`src/rtl/mag_comparator_seq.sv`:
```
// Sequential magnitude comparator: one 4-bit digit per CALC cycle, MSB digit first.
// Define MAG_COMPARATOR_SEQ_EARLY_EXIT_EN to leave CALC on the first differing digit.
module mag_comparator_seq #(
    parameter int p_nbits = 16
) (
    input  logic               clk,
    input  logic               rst,
    input  logic               istream_val,
    output logic               istream_rdy,
    input  logic [p_nbits-1:0] in0,
    input  logic [p_nbits-1:0] in1,
    input  logic               sgn,
    output logic               ostream_val,
    input  logic               ostream_rdy,
    output logic               gt,
    output logic               lt,
    output logic               eq,
    output logic [1:0]         dbg_state_o
);
    // Handshakes: a transfer happens in a cycle where both val and rdy are 1;
    // the producer holds its payload stable until that cycle.
    localparam int N  = p_nbits / 4;
    localparam int CW = (N > 1) ? $clog2(N) : 1;
    localparam logic [CW-1:0] LAST_DIGIT = CW'(N - 1);

    localparam logic [1:0] IDLE = 2'd0;
    localparam logic [1:0] CALC = 2'd1;
    localparam logic [1:0] DONE = 2'd2;

    logic [1:0]         state_q, state_d;
    logic [p_nbits-1:0] a_q, a_d, b_q, b_d;
    logic [CW-1:0]      cnt_q, cnt_d;
    logic               decided_q, decided_d;
    logic               gt_q, gt_d, lt_q, lt_d;
    logic [3:0]         dig_a, dig_b;
    logic               dig_diff, last_step;

    // Operands shift left each CALC cycle, so the digit under test is always the top nibble.
    assign dig_a    = a_q[p_nbits-1 -: 4];
    assign dig_b    = b_q[p_nbits-1 -: 4];
    assign dig_diff = (dig_a != dig_b);

`ifdef MAG_COMPARATOR_SEQ_EARLY_EXIT_EN
    assign last_step = (cnt_q == LAST_DIGIT) || dig_diff;
`else
    assign last_step = (cnt_q == LAST_DIGIT);
`endif

    always_comb begin
        state_d   = state_q;
        a_d       = a_q;
        b_d       = b_q;
        cnt_d     = cnt_q;
        decided_d = decided_q;
        gt_d      = gt_q;
        lt_d      = lt_q;
        case (state_q)
            IDLE: begin
                if (istream_val) begin
                    state_d   = CALC;
                    // Flipping both MSBs maps two's-complement order onto unsigned order.
                    a_d       = {in0[p_nbits-1] ^ sgn, in0[p_nbits-2:0]};
                    b_d       = {in1[p_nbits-1] ^ sgn, in1[p_nbits-2:0]};
                    cnt_d     = '0;
                    decided_d = 1'b0;
                    gt_d      = 1'b0;
                    lt_d      = 1'b0;
                end
            end
            CALC: begin
                a_d = {a_q[p_nbits-5:0], 4'h0};
                b_d = {b_q[p_nbits-5:0], 4'h0};
                if (!decided_q && dig_diff) begin
                    decided_d = 1'b1;
                    gt_d      = (dig_a > dig_b);
                    lt_d      = (dig_a < dig_b);
                end
                if (last_step) begin
                    state_d = DONE;
                end else begin
                    cnt_d = cnt_q + 1'b1;
                end
            end
            DONE: begin
                if (ostream_rdy) begin
                    state_d = IDLE;
                end
            end
            default: state_d = IDLE;
        endcase
    end

    always_ff @(posedge clk) begin
        if (rst) begin
            state_q   <= IDLE;
            a_q       <= '0;
            b_q       <= '0;
            cnt_q     <= '0;
            decided_q <= 1'b0;
            gt_q      <= 1'b0;
            lt_q      <= 1'b0;
        end else begin
            state_q   <= state_d;
            a_q       <= a_d;
            b_q       <= b_d;
            cnt_q     <= cnt_d;
            decided_q <= decided_d;
            gt_q      <= gt_d;
            lt_q      <= lt_d;
        end
    end

    assign istream_rdy = (state_q == IDLE);
    assign ostream_val = (state_q == DONE);
    assign gt          = ostream_val & gt_q;
    assign lt          = ostream_val & lt_q;
    assign eq          = ostream_val & ~gt_q & ~lt_q;
    assign dbg_state_o = state_q;

endmodule

```
`config.mk`:
```
export PLATFORM = sky130hd
export DESIGN_NAME = mag_comparator_seq
export DESIGN_NICKNAME = d
export VERILOG_FILES = /design/src/rtl/mag_comparator_seq.sv
export SDC_FILE = /design/constraint.sdc
export NUM_CORES = 1
export LEC_CHECK = 0
export BUFFER_PORTS_ARGS = -buffer_cell sky130_fd_sc_hd__buf_2
export CORE_ASPECT_RATIO = 0.6
export CORE_UTILIZATION = 52
export DETAILED_ROUTE_END_ITERATION = 10
export HOLD_SLACK_MARGIN = 0.05
export PLACE_DENSITY = 0.85
export SYNTH_ARGS = -nofsm -noshare
export SYNTH_HDL_FRONTEND = slang
export SYNTH_SLANG_ARGS = --single-unit
```
`constraint.sdc`:
```
create_clock -name clk -period 1.8 [get_ports clk]
set_input_delay 0.36 -clock clk [delete_from_list [all_inputs] [get_ports clk]]
set_output_delay 0.36 -clock clk [all_outputs]
set_load 0.02 [all_outputs]
```
# Word level (Yosys, flattened, before mapping)
# Cells that the tools add are included.
[classes]
magnitude_cmp = 2
multipliers = 0
reduce_logical = 8
n_mux = 18
n_eq_ne = 9
add_sub_neg = 1
n_div = 0
shifts = 0
bitwise_logic = 8
[ops]
columns = ["cell", "count"]
rows = [
  ["$pmux W16 S2", 2],
  ["$mux W16", 2],
  ["$mux W2", 5],
  ["$reduce_and A3 Y1", 3],
  ["$ne A2 B2 Y1 const B", 4],
  ["$pmux W1 S2", 3],
  ["$pmux W2 S3", 1],
  ["$and A1 B1 Y1", 4],
  ["$eq A2 B2 Y1 const B", 2],
  ["$gt A4 B4 Y1", 1],
  ["$lt A4 B4 Y1", 1],
  ["$mux W1", 4],
  ["$ne A4 B4 Y1", 1],
  ["$pmux W2 S2", 1],
  ["$add A2 B1 Y2 const B", 1],
  ["$eq A2 B1 Y1 const B", 1],
  ["$logic_not A2 Y1", 1],
  ["$ne A2 B1 Y1 const B", 1],
  ["$not A1 Y1", 2],
  ["$reduce_and A2 Y1", 1],
  ["$reduce_bool A2 Y1", 1],
  ["$xor A1 B1 Y1", 2],
  ["$logic_and A1 B1 Y1", 1],
  ["$logic_not A1 Y1", 1],
]
[totals]
memories = 0
word_cells = 53
rom_bits = 0
regBits = 39
latchBits = 0
mem_bits_rw = 0
output_inout_bits = 7

# Depth between registers and ports, before layout
# Gate-level depths: netlist of the first run.
[depth]
depth_word = 4
mapped_depth = 7
mapped_depth_nobuf = 6

# Least setup slack after synthesis of the first run
# Ideal clock, no wire load.
[synth_path]
kind = "register -> output"
from = "register state_q[1] (netlist: dbg_state_o[1])"
to = "output port eq"
path_slack_ps = 123
arrival_time_ps = 1317
stages_incl_launch_ff = 4
t_required_ps = 1440
n_path_buf = 1
cell_sequence = "dfxtp_1 buf_6 or2b_1 nor3_1"
[synth_via]
elab_chain_cells = 3
[synth_rtl]
columns = ["item", "line_no", "rtl"]
rows = [
  ["from (decl)", "30", "logic [1:0] state_q, state_d;"],
  ["from (signal assigned)", "103", "state_q <= state_d;"],
  ["$eq A2 B2 Y1", "114", "assign ostream_val = (state_q == DONE);"],
  ["$and A1 B1 Y1 (2 in a row)", "117", "assign eq = ostream_val & ~gt_q & ~lt_q;"],
  ["to (decl)", "17", "output logic eq,"],
]
# Every way passes these cells.

# Worst setup path in the final report of the first run
[layout_path]
from = "register state_q[1] (netlist: dbg_state_o[1])"
to = "output port lt"
[layout_via]
elab_chain_cells = 2
[layout_rtl]
columns = ["item", "line_no", "rtl"]
rows = [
  ["$eq A2 B2 Y1", "114", ""],
  ["$and A1 B1 Y1", "116", "assign lt = ostream_val & lt_q;"],
  ["to (decl)", "16", "output logic lt,"],
]
# Every way passes these cells.

==> impl_metrics.tcl, run 1 <==
set metrics [dict create \
    skew_ps 8.25 \
    hold_violations 0 \
    initial_core_util_pct 55.3 \
    io_pins 44 \
    drv_cap 0 \
    antenna_cells 0 \
    critPathLaunch "dbg_state_o[1]$_SDFFE_PP0P_" \
    grt-ovfl-total 0 \
    grt_pass1_vias 1245 \
    p_sw_uw 552 \
    seqPwrFrac_pct 50.8 \
    synth_nets 234 \
    tns_ps 0 \
    required_ps 1440 \
    num_vias 1475 \
    die_w_um 78.5 \
    min_period_ps 1720 \
    start_kind "flip-flop" \
    clkLatencyLatePin_ps 300 \
    port_buffers 43 \
    cts_made_buffers 5 \
    dpl.hpwl_um 2710 \
    vias_per_cell 5.25 \
    antenna_left 0 \
    syn_avg_cell_area_um2 9.51 \
    synth_cell_types 32 \
    syn_area_um2 1830 \
    p_total_uw 1930 \
    cts.reportedPaths.clkPinSlew_ps 70 \
    internal-power_uw 1380 \
    yosys_most_used_dff "dfxtp_1" \
    status "complete, no violations" \
    final.period_utilization_pct 95.8 \
    clockPowerShare_pct 30.8 \
    gp_congestion 0.735 \
    final_layout_size_suffix_gt1_share_pct 26.3 \
    die_area_um2 3760 \
    relSlewSlack_pct 69.3 \
    antenna_found_initial 0 \
    synth_edf_count 0 \
    yosysWarningCount 0 \
    yosysMostFrequentCell "nor2_1" \
    drt_iter0_markers 55 \
    critPathKind "reg -> out" \
    rows 16 \
    end_kind "output port" \
    fin_nets 277 \
    hold_buffers 0 \
    synth.top_cell.area_share_pct 42.8 \
    leakagePower_uw 0.00104 \
    wl_per_cell_um 13.1 \
    reg2reg_from "b_q[15]$_SDFFE_PP0P_" \
    grt_max_degree 25 \
    ir_drop_v 0.000447 \
    drt_wl_total_um 3680 \
    cts.root.buffer_cell "clkbuf_8" \
    area_growth_pct 17.6 \
    hp-class "in -> reg" \
    maxSlewViolCount 0 \
    synth_seq_cells 39 \
    cts_max_path_buffers 2 \
    tightest_slew_ps 461 \
    rsz0062_at_grt "no" \
    setup_viol 0 \
    ys_async_sr_fraction_pct 0 \
    syn_inst 192 \
    die_h_um 47.9 \
    ys_top_cells_by_area "dfxtp_1, mux2i_1, a211oi_1" \
    switching_share_pct 28.6 \
    cts_tree "built" \
    p_comb_share_pct 18.4 \
    remaining_drc_errors 0 \
    p_per_area_nw_per_um2 899 \
    coreArea_um2 3300 \
    synth_top_cell_by_area "dfxtp_1" \
    grt_usage_pct 21.6 \
    cts.sinks 39 \
    worstHoldStart "in1[1]" \
    htreeDepth 2 \
    fmax_ghz 0.580 \
    crit_fanout 10 \
    dr.pass1.iters 4 \
    synth_common_cells "nor2_1, dfxtp_1, a211oi_1" \
    grt_pass1_wl_um 5840 \
    cp_data_arrival_time_ps 1360 \
    synth-seq-area-share_pct 42.8 \
]
stage by stage:
step	hold WS, ps	std cells	utilization [%]	setup WS (ps)	instance area [um^2]
floorplan	465	192	-	123	1830
global placement	479	273	62.4	307	2060
detailed placement	489	273	62.4	291	2060
CTS	302	281	65.0	70.3	2150
global route	324	281	65.0	6.41	2150
finish	307	281	65.0	75.9	2150
sequential cells by signal, indices dropped and copies added, names as in the netlist:
signal and flops:
a_q 16, b_q 16, cnt_q 2, dbg_state_o 2
decided_q 1, gt_q 1, lt_q 1
timing repair:
| item | in CTS | in global routing |
|---|---|---|
| buffers inserted | 0 | 0 |
| gates resized for setup | 1 | 0 |
| setup endpoints to repair | 3 | 0 |
final timing paths:
| check | to | slack [ps] | cells after the start |
|---|---|---|---|
| hold / removal | b_q[1]$_SDFFE_PP0P_ | 310 | 3 |
| hold reg to reg | a_q[7]$_SDFFE_PP0P_ | 500 | 2 |
| setup reg to reg | lt_q$_SDFFE_PP0P_ | 320 | 6 |
| setup / recovery | lt | 80 | 4 |
cell families after synthesis:
group,count (synthesis),synth area share (%)
muxes,22,12.1
and+or+nand+nor,59,15.8
buffers and inverters,20,7.27
DFF,39,42.8
AOI/OAI and AO/OA,45,17.7
xor gates and xnor gates,2,0.960
adders and majority gates,5,3.43
metal layers:
layer | vias up | GRT usage (%) | part of all wire (%)
met3 | 8 | 6.10 | 6.1
met1 | 657 | 29.3 | 53
li1 | 770 | - | -
met4 | 0 | 11.1 | 1.8
met5 | - | 0 | 0
met2 | 40 | 31.9 | 39
layout by cell type, fill, tap and decap left out, types with 2 or more instances in the layout:
| cell | instances |
|---|---|
| a21oi_1 | 6 |
| xor2_1 | 2 |
| buf_4 | 4 |
| clkbuf_8 | 5 |
| ha_1 | 5 |
| nor2_1 | 40 |
| dfxtp_1 | 38 |
| inv_1 | 7 |
| nand2_1 | 3 |
| buf_12 | 2 |
| a22oi_1 | 11 |
| nor3_1 | 2 |
| and2_1 | 2 |
| buf_2 | 43 |
| a211oi_1 | 23 |
| mux2i_1 | 22 |
| nor2b_1 | 3 |
worst max-delay path, stage by stage, from the launching register on:
cell and delay (ps):
dfxtp_2 440, or2b_1 280, inv_1 80, and2_1 120, buf_2 150
final cells by class:
class	count	area, um^2
timing repair buffer	49	285
tap	45	56.3
inverter	7	26.3
fill	282	1160
clock inverter	2	12.5
multi-input combinational	133	912
clock buffer	6	72.6
sequential	39	782
power by group through the flow:
stage	combinational, uW	clock [uW]	sequential (uW)
floorplan	269	0	986
global placement	347	0	998
detailed placement	356	0	1000
CTS	358	591	980
global route	399	639	991
finish	356	593	980
Power figures use the tool's default switching activity.
==> inputs of run 2 (changes only) <==
CORE_ASPECT_RATIO = not set   (was 0.6)
==> run 2 against run 1 <==
Net effect: die area is 0.21% lower; sequential power fell by 0.4%; design area down 0.52%; critical path depth did not move; count of clock-buffer cells in the layout is the same; first-iteration DRC count is 20% lower; core utilization decreased by 1.0 points; largest cell class unchanged; largest power group unchanged.
==> impl_metrics.tcl, run 2 (synthesis results as in run 1) <==
set metrics [dict create \
    whs_ps 238 \
    cts_max_path_buffers 2 \
    critPathKind "reg -> out" \
    rows 21 \
    grt-ovfl-total 0 \
    die_w_um 61.3 \
    drt_iter0_markers 44 \
    htreeDepth 2 \
    n_fill_cell 309 \
    final.period_utilization_pct 94.3 \
    initial_core_util_pct 54.7 \
    layout_setup_ws_ps 103 \
    hold_violations 0 \
    rsz0062_at_grt "no" \
    required_ps 1440 \
    vias_per_cell 5.19 \
    leakagePower_uw 0.00104 \
    placed_area_um2 2060 \
    final_common_cell "buf_2" \
    die_h_um 61.3 \
    relSlewSlack_pct 65.2 \
    min_period_ps 1700 \
    drt_wl_total_um 3450 \
    skew_ps 14.5 \
    top_regs "a_q: 16 flops, b_q: 16 flops" \
    area_growth_pct 17.0 \
    hp-class "in -> reg" \
    gp_congestion 0.738 \
    drv_cap 0 \
    ir_drop_v 0.000633 \
    grt_max_degree 46 \
    cp_slowest_cell "dfxtp_4" \
    antenna_found_initial 0 \
    cts.reportedPaths.clkPinSlew_ps 130 \
    fin_nets 279 \
    io_pins 44 \
    tightest_slew_ps 522 \
    cts_made_buffers 5 \
    setup_viol 0 \
    end_kind "output port" \
    fmax_ghz 0.589 \
    stdcell_count 284 \
    cts_tree "built" \
    remaining_drc_errors 0 \
    crit_fanout 7 \
    maxSlewViolCount 0 \
    p_per_area_nw_per_um2 834 \
    die_area_um2 3750 \
    final_area_um2 2140 \
    final_layout_size_suffix_gt1_share_pct 27.3 \
    cpPeakStageDelay_ps 390 \
    status "complete, no violations" \
    cts.sinks 39 \
    grt_usage_pct 20.7 \
    num_vias 1473 \
    port_buffers 43 \
    dpl.hpwl_um 2430 \
    crit_chain "or2b_1 > inv_1 > and2_1 > buf_2" \
    antenna_cells 0 \
    cts.root.buffer_cell "clkbuf_4" \
    placedCellCount 274 \
    worstHoldStart "in0[0]" \
    antenna_left 0 \
    grt_pass1_vias 1289 \
    grt_pass1_wl_um 5590 \
    start_kind "flip-flop" \
    pre_cts_ws_ps 322 \
    dr.pass1.iters 4 \
    clkLatencyLatePin_ps 360 \
    wl_per_cell_um 12.2 \
    cp_data_arrival_time_ps 1340 \
    critPathLaunch "dbg_state_o[0]$_SDFFE_PP0P_" \
    mostFrequentLayoutCells "buf_2, nor2_1, dfxtp_1, a211oi_1, mux2i_1" \
    coreArea_um2 3340 \
    tns_ps 0 \
    reg2reg_from "b_q[15]$_SDFFE_PP0P_" \
]
==> run 2: critical path, delay by kind of cell (launching register included) <==
family / cells / cell delay [ps]
flops: 1 / 390
simple gates: 2 / 370
buf+inv: 2 / 230
==> run 2: repair_timing <==
item,CTS,global route
hold buffers,0,0
resized for setup,1,2
setup endpoints to repair,3,2
hold endpoints to repair,0,0
buffers inserted,0,2
==> run 2: stage by stage <==
step           util, %  total power [uW]
2_1_floorplan        -              1260
3_3_place_gp      61.8              1340
3_5_place_dp      61.8              1350
4_1_cts           63.4              1790
5_1_grt           64.0              1880
6_report          64.0              1780
==> run 2: area by class of cell <==
type | count | area [um^2] | share of cell area, %
Multi-Input combinational cell | 133 | 912 | 42.7
Timing Repair Buffer | 51 | 300 | 14.1
Clock buffer | 6 | 41.3 | 1.93
Clock inverter | 2 | 12.5 | 0.586
Inverter | 7 | 26.3 | 1.23
Sequential cell | 39 | 786 | 36.8
Tap cell | 46 | 57.6 | 2.69
==> run 2: final timing paths <==
check	endpoint	slack, ps	cells past startpoint
setup / recovery	lt	100	4
hold / removal	a_q[0]$_SDFFE_PP0P_	240	3
setup reg to reg	gt_q$_SDFFE_PP0P_	290	6
hold reg to reg	a_q[10]$_SDFFE_PP0P_	510	2
==> run 2: report_power, final <==
| group | switching [uW] | internal (uW) | leakage [uW] |
|---|---|---|---|
| clock network | 298 | 151 | 0.0000282 |
| registers | 40.7 | 936 | 0.000323 |
| logic | 182 | 174 | 0.000692 |
==> run 2: per-layer routing <==
metal  routed length, um  global-route usage [%]
met1                1650                    25.7
met2                1570                    32.8
met3                 168                    4.62
met4                  64                    12.7
met5                   0                       0
